## src/rtl/freq_meter_pkg.sv

```systemverilog
// freq_meter_pkg: shared states and defaults for the frequency meter.
package freq_meter_pkg;
    localparam int DEF_CLK_HZ = 100_000_000;
    typedef enum logic [1:0] {IDLE = 2'd0, ARM = 2'd1, GATE = 2'd2, LATCH = 2'd3} state_t;
endpackage

```

## src/rtl/freq_meter_edge_sync.sv

```systemverilog
// edge_sync: multi-flop synchronizer with a history flop for rising-edge detection.
module edge_sync #(
    parameter int SYNC_STAGES = 2
) (
    input  logic clk,
    input  logic reset,
    input  logic d_async,
    output logic q_sync,
    output logic rise
);
    logic [SYNC_STAGES-1:0] sync;
    logic                   hist;
    always_ff @(posedge clk or posedge reset) begin
        if (reset) begin
            sync <= '0;
            hist <= 1'b0;
        end else begin
            sync <= {sync[SYNC_STAGES-2:0], d_async};
            hist <= sync[SYNC_STAGES-1];
        end
    end
    assign q_sync = sync[SYNC_STAGES-1];
    assign rise   = q_sync & ~hist;
endmodule

```

## src/rtl/freq_meter.sv

```systemverilog
// freq_meter: counts sig_in rising edges over a GATE_CYCLES window and publishes the count.
module freq_meter
    import freq_meter_pkg::*;
#(
    parameter int CLK_HZ      = DEF_CLK_HZ,
    parameter int GATE_CYCLES = CLK_HZ,
    parameter int CNT_W       = 28,
    parameter int GATE_W      = 28,
    parameter int SYNC_STAGES = 2
) (
    input  logic             clk,
    input  logic             reset,
    input  logic             sig_in,
    input  logic             enable,
    output logic [CNT_W-1:0] freq_out,
    output logic             freq_valid,
    output logic             overflow,
    output logic             busy
);
    state_t              state, nxt;
    logic [GATE_W-1:0]   gate_cnt;
    logic [CNT_W-1:0]    edge_cnt;
    logic                sat;
    logic                sig_sync, sig_rise, edge_s, last;

    edge_sync #(.SYNC_STAGES(SYNC_STAGES)) u_sync (
        .clk(clk),
        .reset(reset),
        .d_async(sig_in),
        .q_sync(sig_sync),
        .rise(sig_rise)
    );

    assign edge_s = sig_rise & sig_sync;
    assign last   = gate_cnt == GATE_W'(GATE_CYCLES - 1);
    assign busy   = state != IDLE;

    always_comb begin
        nxt = state;
        unique case (state)
            IDLE:  nxt = enable ? ARM : IDLE;
            ARM:   nxt = enable ? GATE : IDLE;
            GATE:  nxt = !enable ? IDLE : last ? LATCH : GATE;
            LATCH: nxt = enable ? ARM : IDLE;
        endcase
    end

    always_ff @(posedge clk or posedge reset) begin
        if (reset) begin
            state      <= IDLE;
            gate_cnt   <= '0;
            edge_cnt   <= '0;
            sat        <= 1'b0;
            freq_out   <= '0;
            freq_valid <= 1'b0;
            overflow   <= 1'b0;
        end else begin
            state      <= nxt;
            freq_valid <= state == LATCH;
            if (state == ARM) begin
                gate_cnt <= '0;
                edge_cnt <= '0;
                sat      <= 1'b0;
            end else if (state == GATE) begin
                gate_cnt <= gate_cnt + 1'b1;
                // edge_cnt sticks at all-ones; further edges only mark saturation
                if (edge_s) begin
                    if (&edge_cnt) sat <= 1'b1;
                    else edge_cnt <= edge_cnt + 1'b1;
                end
            end
            if (state == LATCH) begin
                freq_out <= edge_cnt;
                overflow <= sat;
            end
        end
    end
endmodule

```

## config.mk

```make
export PLATFORM = sky130hd
export DESIGN_NAME = freq_meter
export DESIGN_NICKNAME = d
export VERILOG_FILES = /design/src/rtl/freq_meter_pkg.sv /design/src/rtl/freq_meter_edge_sync.sv /design/src/rtl/freq_meter.sv
export SDC_FILE = /design/constraint.sdc
export NUM_CORES = 1
export LEC_CHECK = 0
export CAP_MARGIN = 40
export CORE_AREA = 2 2 96 98
export DETAILED_ROUTE_END_ITERATION = 8
export DIE_AREA = 0 0 98 100
export PLACE_DENSITY = 0.81
export SLEW_MARGIN = 20
export SYNTH_ARGS = -nofsm -noshare
export SYNTH_HDL_FRONTEND = slang
export SYNTH_SLANG_ARGS = --single-unit
```

## constraint.sdc

```tcl
create_clock -name clk -period 2.96 [get_ports clk]
set_clock_uncertainty 0.15 [all_clocks]
set_input_delay 0.296 -clock clk [delete_from_list [all_inputs] [get_ports clk]]
set_output_delay 0.296 -clock clk [all_outputs]
set_load 0.01 [all_outputs]
```

-- Word level (Yosys, flattened, before mapping)
Cells that the tools add are included.
- register bits after elaboration: 92
- input port bits: 4
- output and inout port bits: 31
- logic and storage cells: 43
- add/subtract/negate cells: 2
- equal/unequal tests: 5
- mux-type cells: 15
- bitwise logic cells: 3
- reductions and logical operators: 9
- operator list (cell ; number):
    2-to-1 mux 28 bit ; 6
    adder 28 x 1 -> 28 bit (second input constant) ; 2
    == test 28 x 27 -> 1 bit (second input constant) ; 1
    AND reduction 28 bit ; 1
    nonzero test 2 bit ; 4
    2-to-1 mux 1 bit ; 6
    case mux 2 bit (3 select lines) ; 1
    AND reduction 3 bit ; 2
    == test 2 bit (second input constant) ; 2
    2-to-1 mux 2 bit ; 2
    bitwise AND 1 bit ; 2
    == test 2 x 1 -> 1 bit (second input constant) ; 1
    logical NOT 2 bit ; 1
    inequality test 2 bit (second input constant) ; 1
    OR reduction 2 bit ; 1
    inverter 1 bit ; 1

-- Depth between registers and ports, before layout
- depth in word-level cells: 6
- depth in mapped cells: 10
- mapped depth without buffers: 7

-- Cells and area by module
Synthesis repeated with hierarchy kept, for this count alone.
- cell total of the unflattened synthesis: 443
- area total of the unflattened synthesis: 4655.7 um2
- modules (own cells, without submodules) (module ; times used ; cells an instance ; area each (um2) ; sequential area each (um2)):
    freq_meter ; 1 ; 438 ; 4563.1 ; 2227.1
    edge_sync ; 1 ; 5 ; 92.6 ; 75.1

-- Worst setup path after synthesis
Ideal clock, no wire load.
- kind: register -> register
- start point: register state[0]
- end point: register gate_cnt[27]
- library setup time: 0.123 ns
- arrival time: 1.947 ns
- required time: 2.687 ns
- setup slack: 0.740 ns
- stages on the path, launching flop included: 9
- buffers on the path: 1
- clock period less this slack: 2.220 ns
- cell sequence: dfrtp_1 inv_1 ha_1 buf_4 nand2_1 nor4_2 and4_1 xnor2_1 nor2_1
- longest elaborated chain between the ends: 2
- elaborated cells between the ends (all ways): 4
- those cells by class: eq/ne (2); mux (1); reduce/logical (1)
- ends and longest elaborated chain (item ; line ; text):
    start, declared ; freq_meter.sv:20 ; state_t state, nxt;
    start signal, assigned ; freq_meter.sv:58 ; state <= nxt;
    == test 2 x 1 -> 1 bit / == test 2 bit (equally long branches) ; freq_meter.sv:60, freq_meter.sv:64 ;
    2-to-1 mux 28 bit / nonzero test 2 bit (equally long branches) ; - ;
    end signal, assigned ; freq_meter.sv:65 ; gate_cnt <= gate_cnt + 1'b1;
    end, declared ; freq_meter.sv:21 ; logic [GATE_W-1:0] gate_cnt;
Parallel ways exist; a longest one is shown, timed or not.
A chain may end at the register's enable or synchronous reset.

-- Final worst setup path
- start point: register state[0]
- end point: register gate_cnt[26]
Same word-level chain as after synthesis.

==> Flow_metrics.wiki <==
{| class="wikitable"
! Metric !! Value
|-
| Run status || finished clean
|-
| Global-route wire length before repair || 15.21 mm
|-
| EDFF count, synth || 0
|-
| Half-perimeter wire length of the detailed placement result || 5.979 mm
|-
| Data required time of the worst path || 3.08 ns
|-
| Endpoint of the worst setup timing path || gate_cnt[26]
|-
| Max-slew violations || 0
|-
| Setup Fix Bufs, Post-CTS || 0
|-
| Cell area power density || 590.6 nW/um^2
|-
| FF+latch area || 2302 um^2
|-
| Total via count in the routed design || 3303
|-
| Clock Tree Buf Depth || 2
|-
| TritonRoute pass-1 iters || 4
|-
| Clock latency on the worst-skew pair || 0.36 ns
|-
| Number of cells produced by synthesis || 415
|-
| Syn Nets || 425
|-
| Transition at the pin with the smallest max-transition slack || 0.7216 ns
|-
| P_int || 2.131 mW
|-
| Worst Reg2Reg Path Length in Cells || 7
|-
| Number of cell rows || 35
|-
| Clock-pin slew on the worst setup and hold paths || 0.09 ns
|-
| Number of nets at the end of the flow || 457
|-
| Commonest cells in the netlist || 92 x sky130_fd_sc_hd__dfrtp_1, 33 x sky130_fd_sc_hd__nor2_1, 29 x sky130_fd_sc_hd__mux2_2
|-
| Critical path's largest stage delay || 0.51 ns
|-
| Fraction of met1 tracks used by global routing || 0.2583
|-
| Largest area contributor in the netlist || sky130_fd_sc_hd__dfrtp_1
|-
| Sequential-to-total area share from yosys stat || 0.5045
|-
| Reg-to-reg critical path endpoint || gate_cnt[26]
|-
| Fraction of synthesized cell area taken by the top area cell type || 0.5045
|-
| Family with the most delay on the worst path || simple AND/OR/NAND/NOR gates
|-
| Number of CTS-inserted buffers || 9
|-
| Share of post-route cells with drive strength above 1 || 0.1796
|-
| Data arrival time of the critical path || 2.79 ns
|-
| Count of routing violations after the opening detailed-route iteration || 138
|-
| Largest net degree at the start of global routing || 59
|-
| Area Overhead vs Synth || 14.26%
|-
| Die span in y || 100 um
|-
| Peak supply drop || 350.0 uV
|-
| Most frequent cell after synthesis || sky130_fd_sc_hd__dfrtp_1
|-
| Worst-path cell with the longest stage delay || sky130_fd_sc_hd__nor4_4
|-
| Type of destination of the critical path || flip-flop
|-
| Count of unresolved DRC violations after routing || 0
|-
| Number of H-tree branching levels || 3
|-
| Final period demand of the worst path || 2.670 ns
|-
| Global-route track usage on met2 || 0.3066
|-
| Leakage power || 2.417 nW
|-
| Number of maximum-capacitance constraint violations || 0
|-
| Routability congestion estimate from global placement || 0.8695
|-
| Total standard cell area after synthesis || 4563 um^2
|-
| Gr ovfl total || 0
|-
| Effective utilization at floorplan || 0.5133
|-
| Async S/R FF share, synth || 1.000
|-
| TritonCTS clock tree || done
|-
| Top Usage Layer GRT || met2
|-
| Relative contribution of sequential cells to total power || 0.467
|-
| Mean post-synth cell area || 11.00 um^2
|-
| Width of the die || 98 um
|-
| CTS hold repair buffers || 0
|-
| Tightest Hold Check Type || in -> async
|-
| Setup-violating endpoint count in the final report || 0
|-
| Portion of total power attributed to combinational logic || 0.236
|-
| Aggregate global-route resource usage || 0.1922
|-
| Number of resized instances in the post-cts repair step || 0
|-
| Logic depth of the worst setup path including buffers || 7
|-
| Maximum fanout encountered on the critical timing path || 10
|-
| Final cell area excluding filler cells || 5214 um^2
|-
| Combined area of the multi-input logic cells || 2115 um^2
|-
| Post-layout total power || 3.079 mW
|-
| Antenna-violating nets left || 0
|-
| Highest Clock Rate || 0.3745 GHz
|-
| Headroom to the max-slew limit || 0.5190
|-
| Sum of buffers and inverters on the critical path || 1
|-
| Clock Sinks || 92
|-
| Number of antenna violations at the first check in global routing || 0
|-
| Ratio of final minimum period to clock period || 0.9021
|-
| Per-cell routed wire length || 15.69 um
|-
| Critical Setup Path Class || reg -> reg
|-
| CP startpoint kind || flip-flop
|-
| Total Die Area || 9800 um^2
|-
| Sw Ratio || 0.3080
|-
| RSZ-0062 raised after global routing || false
|-
| Standard cell area after detailed placement || 4984 um^2
|-
| Crit path launch || state[0]
|-
| Clock network fraction of design power || 0.297
|-
| Area contributors post-synth || sky130_fd_sc_hd__dfrtp_1 50%, sky130_fd_sc_hd__mux2_2 7.2%, sky130_fd_sc_hd__nand4_1 2.9%
|-
| Reg-to-Reg Start || state[0]
|-
| Fill cell instance count of the final layout || 766
|-
| Total of warnings raised by yosys || 0
|-
| Distinct cell type count after synthesis || 65
|-
| Root buffer selected by CTS || sky130_fd_sc_hd__clkbuf_8
|-
| I/O pin cnt || 35
|-
| Total Routed Length || 8.820 mm
|-
| Register-to-register setup slack || 0.29 ns
|-
| Final setup TNS || 0 ns
|-
| Number of register bits inferred by synthesis || 92
|-
| Endpoints failing hold || 0
|-
| Met3 usage in global routing || 0.03760
|-
| Antenna Diode Count || 0
|-
| Net switching power of the design || 948.4 uW
|-
| Via count normalized by instance count || 5.877
|-
| Commonest register cell after synthesis || sky130_fd_sc_hd__dfrtp_1
|-
| # port buffers || 34
|-
| Cell breakdown of the critical path || inv_1 > ha_1 > nand2_1 > nor4_4 > nand3_1 > or3_1 > a21oi_1
|-
| Core Footprint || 8890 um^2
|-
| Via count of the first global-routing pass || 3115
|}
worst min-delay path by stage:
stage,slack [ns],endpoint,startpoint,cells past startpoint
floorplan,0.18,u_sync.sync[0],sig_in,0
global placement,0.21,u_sync.sync[1],u_sync.sync[0],0
detailed placement,0.22,u_sync.hist,u_sync.sync[1],0
CTS,0.21,gate_cnt[3],reset,3
global route,0.22,u_sync.sync[0],sig_in,1
finish,0.20,gate_cnt[3],reset,3
routing by layer:
layer / vias to the layer above / part of all wire
met5: - / 0
met4: 0 / 0.018
met3: 18 / 0.036
met2: 71 / 0.49
met1: 1619 / 0.46
li1: 1595 / -
power groups by stage:
stage	sequential (mW)	clock [mW]	combinational (mW)
global placement	1.45	0	0.696
finish	1.44	0.914	0.728
CTS	1.44	0.932	0.720
global route	1.45	0.989	0.804
detailed placement	1.46	0	0.716
floorplan	1.45	0	0.531
metrics by stage:
step	instances	util	hold slack (ns)	setup WS (ns)
floorplan	415	-	0.1774	0.1220
global placement	546	0.5606	0.2139	0.5433
detailed placement	546	0.5606	0.2173	0.3744
CTS	561	0.5848	0.2054	0.3429
global route	562	0.5865	0.2180	0.07582
finish	562	0.5865	0.1986	0.2898
cells in the final DEF (no fill, tap or decap), types with 6 or more instances in the layout:
cell type / synthesis / routed
sky130_fd_sc_hd__a21oi_1: 16 / 16
sky130_fd_sc_hd__a31oi_1: 9 / 9
sky130_fd_sc_hd__buf_4: 2 / 7
sky130_fd_sc_hd__nand2_1: 18 / 18
sky130_fd_sc_hd__clkdlybuf4s50_1: 0 / 34
sky130_fd_sc_hd__nor2_1: 33 / 33
sky130_fd_sc_hd__o21ai_0: 11 / 11
sky130_fd_sc_hd__xnor2_1: 7 / 7
sky130_fd_sc_hd__mux2_2: 29 / 29
sky130_fd_sc_hd__ha_1: 6 / 6
sky130_fd_sc_hd__nor3_1: 7 / 7
sky130_fd_sc_hd__and4_1: 6 / 6
sky130_fd_sc_hd__clkbuf_8: 0 / 10
sky130_fd_sc_hd__and3_1: 15 / 15
sky130_fd_sc_hd__a21o_1: 7 / 7
sky130_fd_sc_hd__inv_1: 9 / 8
sky130_fd_sc_hd__xor2_1: 14 / 14
sky130_fd_sc_hd__nand4_1: 21 / 21
sky130_fd_sc_hd__dfrtp_1: 92 / 92
sky130_fd_sc_hd__nand3_1: 17 / 17
cell families after synthesis:
group / share of synthesized area
simple gates: 0.2114
xor+xnor: 0.04031
compound gates: 0.1193
fa+ha+maj: 0.01645
buf+inv: 0.03208
flops: 0.5045
mux: 0.07595
flip-flops by register name (all words and copies together), names as in the netlist:
signal and count:
edge_cnt 28, freq_out 28, gate_cnt 28, state 2, u_sync.sync 2, freq_valid 1
overflow 1, sat 1, u_sync.hist 1
tightest hold or removal path, cell delays in order:
cell and delay [ns]:
sky130_fd_sc_hd__clkdlybuf4s50_1 0.41, sky130_fd_sc_hd__clkinv_2 0.06, sky130_fd_sc_hd__buf_4 0.37
area by class of cell:
type,instances,area share
inverter,9,0.006719
clock buffer,11,0.02712
clock inverter,4,0.01416
multi-input combinational,293,0.4056
tap,111,0.02664
sequential,92,0.4416
timing repair buffer,42,0.07823
Note: power is estimated with default switching activity, not from simulation.
